### config.mk
export PLATFORM = sky130hd
export DESIGN_NAME = axi_lite_apb_bridge
export DESIGN_NICKNAME = d
export VERILOG_FILES = /design/src/rtl/axi_lite_apb_pkg.sv /design/src/rtl/axi_lite_apb_bridge.sv
export SDC_FILE = /design/constraint.sdc
export NUM_CORES = 1
export LEC_CHECK = 0
export CAP_MARGIN = 5
export CORE_UTILIZATION = 36
export DETAILED_ROUTE_END_ITERATION = 12
export HOLD_SLACK_MARGIN = 0.02
export PLACE_DENSITY = 0.88
export SLEW_MARGIN = 20
export SYNTH_ARGS = -nofsm -noshare
export SYNTH_HDL_FRONTEND = slang
export SYNTH_SLANG_ARGS = --single-unit
export TNS_END_PERCENT = 20
### constraint.sdc
create_clock -name clk_i -period 3.95 [get_ports clk_i]
set_input_delay 0.9875 -clock clk_i [delete_from_list [all_inputs] [get_ports clk_i]]
set_output_delay 0.9875 -clock clk_i [all_outputs]
set_load 0.005 [all_outputs]
### src/rtl/axi_lite_apb_pkg.sv
// Shared types and response codes for the AXI4-Lite to APB bridge.
package axi_lite_apb_pkg;

  typedef enum logic [2:0] {
    IDLE,
    SETUP,
    ACCESS,
    WR_RESP,
    RD_RESP
  } state_e;

  typedef logic [1:0] resp_t;

  localparam resp_t RESP_OKAY   = 2'b00;
  localparam resp_t RESP_SLVERR = 2'b10;

endpackage

### src/rtl/axi_lite_apb_bridge.sv
// Single-outstanding AXI4-Lite slave to APB master bridge.
// Round-robin read/write arbitration; partial-strobe writes fail fast.
module axi_lite_apb_bridge
  import axi_lite_apb_pkg::*;
#(
  parameter int ADDR_WIDTH = 32,
  parameter int DATA_WIDTH = 32,
  parameter int STRB_WIDTH = DATA_WIDTH / 8
) (
  input  logic                  clk_i,
  input  logic                  rst_i,
  input  logic [ADDR_WIDTH-1:0] aw_addr_i,
  input  logic                  aw_valid_i,
  output logic                  aw_ready_o,
  input  logic [DATA_WIDTH-1:0] w_data_i,
  input  logic [STRB_WIDTH-1:0] w_strb_i,
  input  logic                  w_valid_i,
  output logic                  w_ready_o,
  output logic [1:0]            b_resp_o,
  output logic                  b_valid_o,
  input  logic                  b_ready_i,
  input  logic [ADDR_WIDTH-1:0] ar_addr_i,
  input  logic                  ar_valid_i,
  output logic                  ar_ready_o,
  output logic [DATA_WIDTH-1:0] r_data_o,
  output logic [1:0]            r_resp_o,
  output logic                  r_valid_o,
  input  logic                  r_ready_i,
  output logic [ADDR_WIDTH-1:0] paddr_o,
  output logic                  psel_o,
  output logic                  penable_o,
  output logic                  pwrite_o,
  output logic [DATA_WIDTH-1:0] pwdata_o,
  input  logic                  pready_i,
  input  logic [DATA_WIDTH-1:0] prdata_i,
  input  logic                  pslverr_i
);

  state_e                state_q, state_d;
  logic                  last_wr_q, last_wr_d;
  logic [ADDR_WIDTH-1:0] paddr_q, paddr_d;
  logic [DATA_WIDTH-1:0] pwdata_q, pwdata_d;
  logic                  pwrite_q, pwrite_d;
  logic                  psel_q, psel_d;
  logic                  penable_q, penable_d;
  logic                  b_valid_q, b_valid_d;
  resp_t                 b_resp_q, b_resp_d;
  logic                  r_valid_q, r_valid_d;
  resp_t                 r_resp_q, r_resp_d;
  logic [DATA_WIDTH-1:0] r_data_q, r_data_d;

  logic  idle, wr_pend, rd_pend, take_wr, take_rd;
  resp_t apb_resp;

  assign idle    = (state_q == IDLE) && !rst_i;
  assign wr_pend = aw_valid_i && w_valid_i;
  assign rd_pend = ar_valid_i;
  // On a tie the kind not served last wins.
  assign take_wr = idle && wr_pend && (!rd_pend || !last_wr_q);
  assign take_rd = idle && rd_pend && !take_wr;

  assign aw_ready_o = take_wr;
  assign w_ready_o  = take_wr;
  assign ar_ready_o = take_rd;

  assign apb_resp = pslverr_i ? RESP_SLVERR : RESP_OKAY;

  always_comb begin
    state_d   = state_q;
    last_wr_d = last_wr_q;
    paddr_d   = paddr_q;
    pwdata_d  = pwdata_q;
    pwrite_d  = pwrite_q;
    psel_d    = psel_q;
    penable_d = penable_q;
    b_valid_d = b_valid_q;
    b_resp_d  = b_resp_q;
    r_valid_d = r_valid_q;
    r_resp_d  = r_resp_q;
    r_data_d  = r_data_q;
    case (state_q)
      IDLE: begin
        if (take_wr) begin
          last_wr_d = 1'b1;
          if (&w_strb_i) begin
            paddr_d  = aw_addr_i;
            pwdata_d = w_data_i;
            pwrite_d = 1'b1;
            psel_d   = 1'b1;
            state_d  = SETUP;
          end else begin
            b_valid_d = 1'b1;
            b_resp_d  = RESP_SLVERR;
            state_d   = WR_RESP;
          end
        end else if (take_rd) begin
          last_wr_d = 1'b0;
          paddr_d   = ar_addr_i;
          pwdata_d  = '0;
          pwrite_d  = 1'b0;
          psel_d    = 1'b1;
          state_d   = SETUP;
        end
      end
      SETUP: begin
        penable_d = 1'b1;
        state_d   = ACCESS;
      end
      ACCESS: begin
        if (pready_i) begin
          psel_d    = 1'b0;
          penable_d = 1'b0;
          if (pwrite_q) begin
            b_valid_d = 1'b1;
            b_resp_d  = apb_resp;
            state_d   = WR_RESP;
          end else begin
            r_valid_d = 1'b1;
            r_resp_d  = apb_resp;
            r_data_d  = prdata_i;
            state_d   = RD_RESP;
          end
        end
      end
      WR_RESP: begin
        if (b_ready_i) begin
          b_valid_d = 1'b0;
          state_d   = IDLE;
        end
      end
      RD_RESP: begin
        if (r_ready_i) begin
          r_valid_d = 1'b0;
          state_d   = IDLE;
        end
      end
      default: state_d = IDLE;
    endcase
  end

  always_ff @(posedge clk_i or posedge rst_i) begin
    if (rst_i) begin
      state_q   <= IDLE;
      last_wr_q <= 1'b1;
      paddr_q   <= '0;
      pwdata_q  <= '0;
      pwrite_q  <= 1'b0;
      psel_q    <= 1'b0;
      penable_q <= 1'b0;
      b_valid_q <= 1'b0;
      b_resp_q  <= RESP_OKAY;
      r_valid_q <= 1'b0;
      r_resp_q  <= RESP_OKAY;
      r_data_q  <= '0;
    end else begin
      state_q   <= state_d;
      last_wr_q <= last_wr_d;
      paddr_q   <= paddr_d;
      pwdata_q  <= pwdata_d;
      pwrite_q  <= pwrite_d;
      psel_q    <= psel_d;
      penable_q <= penable_d;
      b_valid_q <= b_valid_d;
      b_resp_q  <= b_resp_d;
      r_valid_q <= r_valid_d;
      r_resp_q  <= r_resp_d;
      r_data_q  <= r_data_d;
    end
  end

  assign paddr_o   = paddr_q;
  assign pwdata_o  = pwdata_q;
  assign pwrite_o  = pwrite_q;
  assign psel_o    = psel_q;
  assign penable_o = penable_q;
  assign b_valid_o = b_valid_q;
  assign b_resp_o  = b_resp_q;
  assign r_valid_o = r_valid_q;
  assign r_resp_o  = r_resp_q;
  assign r_data_o  = r_data_q;

endmodule

**Yosys cells after proc, flatten, opt, wreduce, memory -nomap -nowiden**

Cells that the tools add are included.

- Flip-flop bits (word level): 109
- Input bits: 141
- Output and inout bits: 108
- Logic and storage cells: 93

- Eq/ne operators: 14
- Multiplexer cells: 39
- Bitwise gates (word level): 1
- Reductions and logical operators: 27

Operator list:

| operator | count |
|---|---|
| two-way mux 32 bit | 6 |
| two-way mux 3 bit | 6 |
| AND reduction 4 bit | 4 |
| two-way mux 1 bit | 15 |
| case mux 3 bit (5 select lines) | 1 |
| inequality test 2 bit, second input constant | 7 |
| two-way mux 2 bit | 6 |
| nonzero test 2 bit | 4 |
| equality test 3 x 2 -> 1 bit, second input constant | 2 |
| logical AND 1 bit | 6 |
| case mux 1 bit (2 select lines) | 3 |
| AND reduction 3 bit | 2 |
| AND reduction 6 bit | 1 |
| AND reduction 5 bit | 1 |
| zero test 1 bit | 4 |
| case mux 2 bit (2 select lines) | 1 |
| AND reduction 2 bit | 2 |
| equality test 3 x 1 -> 1 bit, second input constant | 1 |
| equality test 3 bit, second input constant | 1 |
| zero test 3 bit | 1 |
| inequality test 3 x 2 -> 1 bit, second input constant | 1 |
| inequality test 3 bit, second input constant | 1 |
| case mux 1 bit (3 select lines) | 1 |
| nonzero test 3 bit | 1 |
| other kinds (3) | 3 |

**Logic depth before layout (Yosys ltp)**

- Word-level depth: 9
- Depth in mapped cells: 7
- Depth with buffers taken out: 4

**Worst setup path after synthesis**

No wires, ideal clock.

- Path kind: in2out
- Start point: in rst_i
- End point: out w_ready_o
- Arrival time: 2.352 ns
- Data required time: 2.963 ns
- Setup slack: 0.611 ns
- Stages: 6
- Path buffers: 3
- Path through: or4_4 -> or3b_1 -> buf_6 -> buf_6 -> inv_1 -> buf_4

- Longest elaborated chain between the ends: 4

RTL lines:

| what | line | RTL |
|---|---|---|
| start: declaration | axi_lite_apb_bridge.sv:11 | `input logic rst_i,` |
| zero test 1 bit (no line) | - |  |
| logical AND 1 bit | axi_lite_apb_bridge.sv:55 | `assign idle = (state_q == IDLE) && !rst_i;` |
| logical AND 1 bit (2 in series) | axi_lite_apb_bridge.sv:59 | `assign take_wr = idle && wr_pend && (!rd_pend \|\| !last_wr_q);` |
| end: declaration | axi_lite_apb_bridge.sv:18 | `output logic w_ready_o,` |

Every way passes these cells.

**Worst setup path in the final report**

Same ends and word-level chain as after synthesis.

==> metrics <==
Synth Area in XOR/XNOR 0%; setup violators final 0; Root Buffer Master clkbuf_16; vias in the first global route 3835; clock skew 0.00718 ns; CTS tree done; Crit Path Class in -> out; Non-Filler Instances between 700 and 800; largest family of logic cells by synthesized area multiplexers; Die Ht 116 um; pin count of the biggest net entering global routing 68; register area share after synthesis 57.2%; Final Total Pwr 4.44 mW; max-cap check violation count 0; Fmax around 0.26 GHz; placed insts 721; clock buffer depth 2; Slew Limit Fails 0; synthesized instance count 312; measured slew at the worst slew-check pin 1.06 ns; total iterations of the first detailed-routing run 4; die area 0.0135 mm2; total clock sinks 107; Startpoint Class primary input; Async SR Flop Fraction between 90% and 100%; Initial Util between 30% and 40%; hpwl dp 9.57 mm; Final Critical Period 3.90 ns; Worst-Skew Late Latency around 0.35 ns; critical path required time about 3 ns; antenna violations before repair 0; first-pass GRT wire length 19.0 mm; compound-gate portion of the synthesized area 8.23%; CP max FO 3; Syn Area/Cell approximately 15 um2; htree depth 3; R2R setup slack approximately 1.4 ns; Worst Hold Class reg -> reg; Final nets ~700; ratio of cells with drive above 1 in the final layout 23.7%; CTS Hold Bufs 0; initial drt markers 79; clock-pin transition on the worst setup and hold timing paths 0.07 ns; proportion of synthesized area in mux cells 27.7%; routed len/inst 17.2 um; Most used DFF post-synth dfrtp_1; Hold Path Sink psel_o; simple-gate share of the synthesized area 3.42%; Worst Hold Launch psel_o; maximum vdd ir drop about 270 uV; Port Buffers approximately 250; pwr/cell area roughly 580 mW/mm2; period utilization 98.7%; setup_tns 0 ns; final WL 12.7 mm; global placement routability congestion slightly below 0.8; status completed; Leakage 3.33 nW; gr usage total 18.6%; worst slack at placement -0.102 ns; Seq cells post-synth 107; Core ar. between 0.01 and 0.015 mm2; max_slew headroom just under 30%; die span in x 116 um; Crit path arrival time 2.91 ns; unrepaired setup endpoints after global routing false; Vias 3512; FF-to-FF path depth 6; crit path capture type primary output; Worst R2R Start state_q[1]; Yosys cell types 33; synthesized area 0.00468 mm2; DRC viols 0; drt via density 4.77; # IOs 249; YS warnings 0; r2r endpoint pwdata_o[25]; Adder-Cell Fraction of Synth Area 0%; CTS buffer count 9; EDFF count, synth 0; ANT cells 0; count of final hold-check violations 0; Post-CTS Setup Inserts 0; Hold Path Depth 2; Post-CTS Resized 4; # rows 41; total gr overflow 0; slack of the critical path between 0.05 and 0.06 ns; Post-DRT Antenna Nets 0; area grow syn2layout 62.8%
## final cells by class
type | count | area (um2)
fillers | 1004 | 5040
flip-flops and latches | 107 | 2680
repair buffers | 258 | 2550
multi-input cells | 179 | 1870
clock buffers | 9 | 225
well taps | 172 | 215
clock inverters | 7 | 65.1
inverters | 5 | 21.3
## kinds of logic (layout without fill, tap and decap cells)
| family | Yosys count | count (layout) |
|---|---|---|
| compound gates | 49 | 49 |
| buf+inv | 27 | 279 |
| other cells | 1 | 2 |
| flops | 107 | 107 |
| mux | 98 | 98 |
| simple gates | 30 | 30 |
## report_power, final
group          internal [mW]  switching, mW
registers               1.50          0.239
logic                   1.29          0.554
clock network          0.437          0.420
total                   3.22           1.21
## critical path, cell delays in order
cell and delay [ns]:
clkdlybuf4s50_1 0.42, or4_4 0.50, or3b_4 0.42, inv_2 0.09, clkdlybuf4s50_1 0.50
## how the worst max path moves through the flow
stage                       end   from  cells past startpoint  slack [ns]
detailed placement   aw_ready_o  rst_i                      5       -0.10
finish                w_ready_o  rst_i                      5        0.05
CTS                   w_ready_o  rst_i                      5        0.04
floorplan           b_resp_o[1]  rst_i                      1        0.15
global placement     aw_ready_o  rst_i                      5       -0.09
global route          w_ready_o  rst_i                      5       0.008
## placed cells by master (no fill, tap or decap), types with 2 or more instances in the layout
master | Yosys | routed
mux2_2 | 45 | 45
conb_1 | 1 | 2
dfrtp_1 | 106 | 106
nand3_1 | 3 | 3
clkinvlp_4 | 0 | 3
a21oi_1 | 6 | 5
dlygate4sd2_1 | 0 | 2
clkbuf_16 | 0 | 9
buf_4 | 3 | 12
nand2_1 | 8 | 8
mux2_4 | 52 | 52
clkdlybuf4s50_1 | 0 | 244
inv_1 | 5 | 3
nor2_1 | 7 | 6
nand4_1 | 2 | 2
a22o_1 | 32 | 32
o21ai_0 | 4 | 4
o21a_1 | 2 | 2
clkinv_4 | 0 | 2
a21o_1 | 2 | 2
## registers in the layout, summed over array words and instances, names as in the netlist, 3 cells and up
| register | flops |
|---|---|
| r_data_o | 32 |
| paddr_o | 32 |
| state_q | 3 |
| pwdata_o | 32 |
## per-stage QoR
| step | instance area, um2 | hold WS [ns] | util (%) |
|---|---|---|---|
| 2_1_floorplan | 4690 | 0.471 | - |
| 3_3_place_gp | 7340 | 0.471 | 57.9 |
| 3_5_place_dp | 7340 | 0.480 | 57.9 |
| 4_1_cts | 7630 | 0.501 | 60.2 |
| 5_1_grt | 7630 | 0.518 | 60.2 |
| 6_report | 7630 | 0.486 | 60.2 |
## cells in the mapped netlist (3+ instances only)
cell / count / area (um2)
clkbuf_1: 7 / 26.3
mux2_4: 52 / 781
buf_4: 3 / 22.5
nand3_1: 3 / 15.0
nor2_1: 7 / 26.3
dfrtp_1: 106 / 2650
mux2_2: 45 / 507
buf_6: 5 / 56.3
nand2_1: 8 / 30.0
inv_1: 5 / 18.8
a22o_1: 32 / 280
buf_2: 7 / 35.0
a21oi_1: 6 / 30.0
o21ai_0: 4 / 20.0
## metal layers
layer	vias up	GRT usage (%)	routed length (um)
met4	0	8.89	323
li1	1623	-	-
met5	-	0	0
met2	148	33.1	6510
met1	1717	20.9	4940
met3	24	4.71	875
(Power assumes the default switching activity.)
